--- src/rtl/spi_master_seq.sv ---
// Byte-level SPI mode-3 master (CPOL=1, CPHA=1, MSB first) with start/busy/done
// handshake and optional chip-select hold across consecutive bytes.
module spi_master_seq #(
    parameter int DATA_W  = 8,
    parameter int CLK_DIV = 125,
    parameter int CNT_W   = 8
) (
    input  logic              clk,
    input  logic              rst_n,
    input  logic              start,
    input  logic [DATA_W-1:0] tx_data,
    input  logic              hold_cs,
    output logic              busy,
    output logic              done,
    output logic [DATA_W-1:0] rx_data,
    output logic              sclk,
    output logic              cs_n,
    output logic              mosi,
    input  logic              miso
);
    localparam int BC_W = $clog2(DATA_W + 1);
    localparam logic [CNT_W-1:0] DIV_LAST = CNT_W'(CLK_DIV - 1);
    localparam logic [BC_W-1:0]  BIT_LAST = BC_W'(DATA_W - 1);

    typedef enum logic [2:0] {IDLE, SETUP, SHIFT, HOLD, DONE} state_t;

    state_t            state;
    logic [CNT_W-1:0]  div;
    logic [BC_W-1:0]   bit_cnt;
    logic [DATA_W-1:0] sr;
    logic              hold_lat;
    logic              cs_held;

    always_ff @(posedge clk or negedge rst_n) begin
        if (!rst_n) begin
            state    <= IDLE;
            div      <= '0;
            bit_cnt  <= '0;
            sr       <= '0;
            hold_lat <= 1'b0;
            cs_held  <= 1'b0;
            busy     <= 1'b0;
            done     <= 1'b0;
            rx_data  <= '0;
            sclk     <= 1'b1;
            cs_n     <= 1'b1;
            mosi     <= 1'b1;
        end else begin
            done <= 1'b0;
            case (state)
                IDLE: begin
                    if (start) begin
                        sr       <= tx_data;
                        hold_lat <= hold_cs;
                        busy     <= 1'b1;
                        div      <= '0;
                        bit_cnt  <= '0;
                        cs_n     <= 1'b0;
                        mosi     <= tx_data[DATA_W-1];
                        // cs_n is already low from the previous byte: the
                        // accept edge doubles as the first falling sclk edge.
                        if (cs_held) begin
                            sclk  <= 1'b0;
                            state <= SHIFT;
                        end else begin
                            state <= SETUP;
                        end
                    end
                end
                SETUP: begin
                    if (div == DIV_LAST) begin
                        div   <= '0;
                        sclk  <= 1'b0;
                        state <= SHIFT;
                    end else begin
                        div <= div + CNT_W'(1);
                    end
                end
                SHIFT: begin
                    if (div == DIV_LAST) begin
                        div  <= '0;
                        sclk <= ~sclk;
                        if (!sclk) begin
                            // Rising edge: capture miso; the shifted register
                            // presents the next tx bit at its MSB.
                            sr      <= {sr[DATA_W-2:0], miso};
                            bit_cnt <= bit_cnt + BC_W'(1);
                            if (bit_cnt == BIT_LAST) state <= HOLD;
                        end else begin
                            mosi <= sr[DATA_W-1];
                        end
                    end else begin
                        div <= div + CNT_W'(1);
                    end
                end
                HOLD: begin
                    if (div == DIV_LAST) begin
                        div     <= '0;
                        cs_n    <= ~hold_lat;
                        cs_held <= hold_lat;
                        busy    <= 1'b0;
                        done    <= 1'b1;
                        rx_data <= sr;
                        if (!hold_lat) mosi <= 1'b1;
                        state   <= DONE;
                    end else begin
                        div <= div + CNT_W'(1);
                    end
                end
                DONE: state <= IDLE;
                default: state <= IDLE;
            endcase
        end
    end
endmodule

--- config.mk ---
export PLATFORM = sky130hd
export DESIGN_NAME = spi_master_seq
export DESIGN_NICKNAME = d
export VERILOG_FILES = /design/src/rtl/spi_master_seq.sv
export SDC_FILE = /design/constraint.sdc
export NUM_CORES = 1
export LEC_CHECK = 0
export CORE_UTILIZATION = 55
export CTS_CLUSTER_DIAMETER = 60
export DETAILED_ROUTE_END_ITERATION = 10
export GPL_ROUTABILITY_DRIVEN = 0
export PLACE_DENSITY = 0.8
export SKIP_CTS_REPAIR_TIMING = 1
export SYNTH_ARGS = -nofsm -noshare
export SYNTH_HDL_FRONTEND = slang
export SYNTH_SLANG_ARGS = --single-unit
export TNS_END_PERCENT = 5
--- constraint.sdc ---
create_clock -name clk -period 2.5 [get_ports clk]
set_input_delay 0.5 -clock clk [delete_from_list [all_inputs] [get_ports clk]]
set_output_delay 0.5 -clock clk [all_outputs]
set_load 0.02 [all_outputs]
==> impl_metrics.tcl, run 1 <==
set metrics [dict create \
    status "finished clean" \
    fp.dieH_um 60.7 \
    end_kind "register" \
    maxSlewViolCount 0 \
    postRouteAntennaNets 0 \
    maxCapViolations 0 \
    async_reset_ff_share_pct 100 \
    drt-pass1-iter-count 4 \
    p_leak_nw 1.05 \
    multiInputGateArea_um2 860 \
    synth.avg_cell_area_um2 10.9 \
    area_growth_pct 18.7 \
    grt_usage_pct 22.7 \
    synth_cell_types 48 \
    postLayoutCellArea_um2 2250 \
    synth_edf_count 0 \
    clock_path_buffers 2 \
    grt_pass1_wl_um 6070 \
    met2_usage_pct 38.5 \
    synth_top_area_share_pct 46.3 \
    max_freq_ghz 0.486 \
    ys_seq_area_share_pct 50.5 \
    seqCellArea_um2 955 \
    clockPowerShare_pct 22.5 \
    ys_dominant_reg_cell "dfrtp_1" \
    die_w_um 60.7 \
    post-route-period-util_pct 82.4 \
    fin_crit_ns 2.06 \
    final_net_count 218 \
    coreArea_um2 3150 \
    layout-drive-gt1-share_pct 17.7 \
    ys_seq_elements 38 \
    ys_warn_count 0 \
    tightest_slew_ns 0.475 \
    start_kind "register" \
    ys_top_cells_by_area "dfrtp_1 (46%), mux2_2 (6.5%), mux2i_1 (4.2%)" \
    fillers 259 \
    n_antenna_cell 0 \
    first_global_vias 1384 \
    p_comb_share_pct 27.4 \
    cts_sinks 38 \
    power.share.sequential_pct 50.1 \
    io_buffers 25 \
    syn-num-nets 189 \
    design.portCount 26 \
    swShare_pct 33.0 \
    grt_util_met3_pct 6.82 \
    crit_type "register to register" \
    antenna_found_initial 0 \
    via_count 1412 \
    cp.arrival_ns 2.30 \
    setup_viol_count_final 0 \
    grt_start_max_net_pins 39 \
    irDropWorstVdd_mv 0.581 \
    drt-wirelength-per-cell_um 14.5 \
    h-tree-depth 2 \
    clock_skew_ns 0.00835 \
    cts_tree "built" \
    internal-power_mw 1.22 \
    rsz0062_at_grt "no" \
    drtIter0Drc 74 \
    drc 0 \
    cts_buffers 5 \
    overflow 0 \
    path_max_fanout 12 \
    cp.required_ns 2.74 \
    use_met1_pct 28.3 \
    placed_area_um2 2170 \
    synthCells 173 \
    max_slew_margin_pct 68.1 \
    cts_root_buffer "clkbuf_4" \
    busiest_layer "met2" \
    die_area_um2 3680 \
    p_per_area_nw_per_um2 810 \
    rrSetupSlack_ns 0.44 \
    min_path_type "register to register" \
    cts.clk_slew.worst_paths_ns 0.11 \
    start_util_pct 60.0 \
    switchingPower_mw 0.601 \
    post_drt_via_cell_ratio 5.72 \
    insertion_delay_ns 0.34 \
    fin_tns_setup_ns 0 \
    hpwlAfterDp_um 2570 \
    rows 20 \
    drt-total-wl_um 3590 \
    hold_viol 0 \
    netlist.top_cell.by_area "dfrtp_1" \
    synthesis.area_um2 1890 \
]
[layout by cell type, fill, tap and decap left out, drive strengths merged, types with 4 or more instances in the layout]
master         Yosys  routed
clkbuf             2       5
a21oi              5       5
nand2             16      16
clkdlybuf4s50      0      25
inv                5       5
mux2              11      11
nor2              13      13
o21ai             15      15
mux2i              8       8
buf                5       4
nand3              6       6
dfrtp             35      35
[flip-flops by register name, summed over array words and instances (netlist names)]
register	cells
cs_n	1
rx_data	8
hold_lat	1
state	3
mosi	1
busy	1
done	1
sclk	1
cs_held	1
div	8
sr	8
bit_cnt	4
[Yosys cell counts, drive strengths merged, types with 2 or more instances]
library cell	number
clkbuf	2
and3	3
buf	5
nor4b	2
mux2i	8
nor2	13
xnor2	3
nor2b	3
and3b	2
o31ai	2
or3	2
inv	5
o32a	2
ha	3
dfstp	3
xor2	3
nand2	16
nand3	6
mux2	11
a21oi	5
nor3	3
dfrtp	35
a21o	3
nand3b	2
o21ai	15
nand4	2
[power groups by stage]
stage / clock [mW] / sequential, mW / combinational (mW)
final: 0.409 / 0.912 / 0.499
after global routing: 0.446 / 0.932 / 0.565
after global placement: 0 / 0.905 / 0.485
after detailed placement: 0 / 0.921 / 0.497
after floorplan: 0 / 0.902 / 0.358
after CTS: 0.416 / 0.909 / 0.503
[cells by family after synthesis]
logic type	Yosys count	share of synthesized area, %
buf+inv	12	4.10
compound gates	35	12.2
mux	19	10.8
flops	38	50.5
xor+xnor	6	2.78
fa+ha+maj	3	1.98
simple gates	60	17.7
[path summary, 6_finish.rpt]
check,start,endpoint,cells after the start
setup / recovery,div[0],cs_held,7
hold / removal,busy,busy,1
setup reg to reg,div[0],cs_held,7
hold reg to reg,busy,busy,1
max in group asynchronous,rst_n,cs_n,2
min in group asynchronous,rst_n,rx_data[7],2
[metrics by stage]
stage | power, mW | worst slack, ns | util, % | cells | hold WS, ns
floorplan | 1.26 | 0.921 | - | 173 | 0.204
global placement | 1.39 | 0.385 | 68.8 | 239 | 0.465
detailed placement | 1.42 | 0.348 | 68.8 | 239 | 0.465
CTS | 1.83 | 0.442 | 71.2 | 247 | 0.501
global route | 1.94 | 0.325 | 71.2 | 247 | 0.539
finish | 1.82 | 0.440 | 71.2 | 247 | 0.498
[per-layer routing]
layer  vias up  part of all wire [%]
met1       679                    44
met3         5                   5.8
met5         -                     0
li1        677                     -
met4         0                   1.0
met2        51                    49
[worst max-delay path: stages, from the launching register on]
cell and delay, ns:
dfrtp_1 0.44, inv_1 0.07, ha_1 0.17, nand3b_1 0.16, nor2_2 0.26, nand3_2 0.34
inv_1 0.18, mux2_2 0.34
[final cells by class]
| class | count | share of cell area [%] |
|---|---|---|
| clock inverters | 3 | 1.78 |
| inverters | 5 | 0.836 |
| well taps | 44 | 2.45 |
| flip-flops and latches | 38 | 42.5 |
| clock buffers | 5 | 1.67 |
| multi-input cells | 123 | 38.3 |
| repair buffers | 29 | 12.5 |
No activity file was read; power rests on OpenSTA's default activity.
==> inputs of run 2 (changes only) <==
--- a/config.mk
+++ b/config.mk
@@ -5,11 +5,11 @@
 export SDC_FILE = /design/constraint.sdc
 export NUM_CORES = 1
 export LEC_CHECK = 0
-export CORE_UTILIZATION = 55
+export CORE_UTILIZATION = 49
 export CTS_CLUSTER_DIAMETER = 60
 export DETAILED_ROUTE_END_ITERATION = 10
 export GPL_ROUTABILITY_DRIVEN = 0
-export PLACE_DENSITY = 0.8
+export PLACE_DENSITY = 0.75
 export SKIP_CTS_REPAIR_TIMING = 1
 export SYNTH_ARGS = -nofsm -noshare
 export SYNTH_HDL_FRONTEND = slang
==> constraint.sdc (replaced) <==
create_clock -name clk -period 1.8 [get_ports clk]
set_input_delay 0.36 -clock clk [delete_from_list [all_inputs] [get_ports clk]]
set_output_delay 0.36 -clock clk [all_outputs]
set_load 0.02 [all_outputs]
==> impl_metrics.tcl, run 2 (synthesized netlist as in run 1, its figures left out) <==
set metrics [dict create \
    status "finished clean" \
    rr_startpoint "div[0]" \
    drt-wirelength-per-cell_um 15.5 \
    start_util_pct 51.3 \
    cts_root_buffer "clkbuf_8" \
    n_antenna_cell 0 \
    drt-total-wl_um 4060 \
    tightest_slew_ns 0.497 \
    max_freq_ghz 0.575 \
    clockPowerShare_pct 30.7 \
    final_cell_mix "dfrtp_1 (35), clkdlybuf4s50_1 (21), nand2_1 (15), o21ai_0 (13)" \
    fp.dieH_um 64.1 \
    power.share.sequential_pct 43.3 \
    drt-pass1-iter-count 4 \
    grt_start_max_net_pins 23 \
    swShare_pct 30.6 \
    overflow 0 \
    io_buffers 25 \
    cts_tree "built" \
    rows 22 \
    post_drt_via_cell_ratio 5.63 \
    final_util_pct 65.8 \
    path_max_fanout 5 \
    grt_usage_pct 22.1 \
    maxSlewViolCount 0 \
    h-tree-depth 2 \
    antenna_found_initial 0 \
    final_common_cell "dfrtp_1" \
    cts_buffers 5 \
    clock_path_buffers 2 \
    rrSetupSlack_ns 0.06 \
    maxCapViolations 0 \
    hpwlAfterDp_um 2970 \
    design.portCount 26 \
    final_net_count 228 \
    reg2reg_depth 6 \
    fin_crit_ns 1.74 \
    p_comb_share_pct 26.0 \
    insertion_delay_ns 0.29 \
    layout-drive-gt1-share_pct 23.5 \
    die_area_um2 4110 \
    power_mw 2.92 \
    dp_cells 253 \
    max_slew_margin_pct 66.9 \
    cts.clk_slew.worst_paths_ns 0.07 \
    reg2reg_to "mosi" \
    coreArea_um2 3690 \
    switchingPower_mw 0.892 \
    drc 0 \
    internal-power_mw 2.02 \
    via_count 1469 \
    drtIter0Drc 65 \
    crit_type "register to register" \
    end_kind "register" \
    first_global_vias 1491 \
    clock_skew_ns 0.00245 \
    die_w_um 64.1 \
    post-route-period-util_pct 96.7 \
    postRouteAntennaNets 0 \
    grt_pass1_wl_um 6870 \
    final_cells 261 \
    reg_top3 "div (8), rx_data (8), sr (8)" \
    p_leak_nw 1.16 \
    irDropWorstVdd_mv 0.633 \
    setup_viol_count_final 0 \
    start_kind "register" \
    min_path_type "primary input to async pin" \
    cts_sinks 38 \
    p_per_area_nw_per_um2 1200 \
    fin_tns_setup_ns 0 \
    cp.arrival_ns 1.96 \
    hold_viol 0 \
    cp.required_ns 2.02 \
    fillers 301 \
    area_growth_pct 28.3 \
]
-- run 2: cell count changes in the layout (fill, tap and decap cells not counted), moves of 2 or more --
cell and change:
buf_4 +8, clkbuf_8 +6, clkbuf_4 -5, clkdlybuf4s50_1 -4, dlymetal6s2s_1 +3, buf_6 +2
clkinv_2 -2, nor4b_1 -2, nor4b_2 +2
-- run 2: power by group through the flow --
stage / Clock (mW) / Combinational (mW) / Sequential [mW]
floorplan: 0 / 0.497 / 1.25
global placement: 0 / 0.730 / 1.24
detailed placement: 0 / 0.761 / 1.26
CTS: 0.904 / 0.761 / 1.26
global route: 0.939 / 0.849 / 1.29
finish: 0.894 / 0.759 / 1.26
-- run 2: worst max path at each step --
stage	startpoint	slack, ns	to
global route	div[0]	-0.009	rx_data[1]
finish	div[0]	0.06	mosi
floorplan	div[0]	0.22	rx_data[0]
global placement	start	-0.06	bit_cnt[3]
detailed placement	start	-0.19	sr[0]
CTS	div[0]	-0.08	sr[2]
-- run 2: cell type report --
type / count / area [µm²] / area share (%)
inverter: 5 / 18.8 / 0.773
tap: 48 / 60.1 / 2.47
multi-input combinational: 123 / 886 / 36.5
sequential: 38 / 955 / 39.3
clock buffer: 6 / 82.6 / 3.40
timing repair buffer: 39 / 365 / 15.1
clock inverter: 2 / 60.1 / 2.47
-- run 2: critical path, cell delays in order (launching register included) --
cell	delay, ns
dfrtp_1	0.44
inv_1	0.08
ha_1	0.18
and3b_2	0.24
nand2_2	0.11
o32a_1	0.34
o32a_1	0.28
-- run 2: metal layers --
metal  track usage [%]  vias up  part of all wire [%]
met2              36.4       41                    50
li1                  -      700                     -
met3              6.61       10                   4.0
met5                 0        -                     0
met1              27.8      718                    44
met4              7.22        0                   1.7
-- run 2: metrics by stage --
stage	area (µm²)	hold WS (ns)	setup WS (ns)
after floorplan	1890	0.0644	0.221
after global placement	2240	0.339	-0.0619
after detailed placement	2240	0.352	-0.187
after CTS	2390	0.0392	-0.0781
after global routing	2430	0.0593	-0.00935
final	2430	0.0277	0.0595
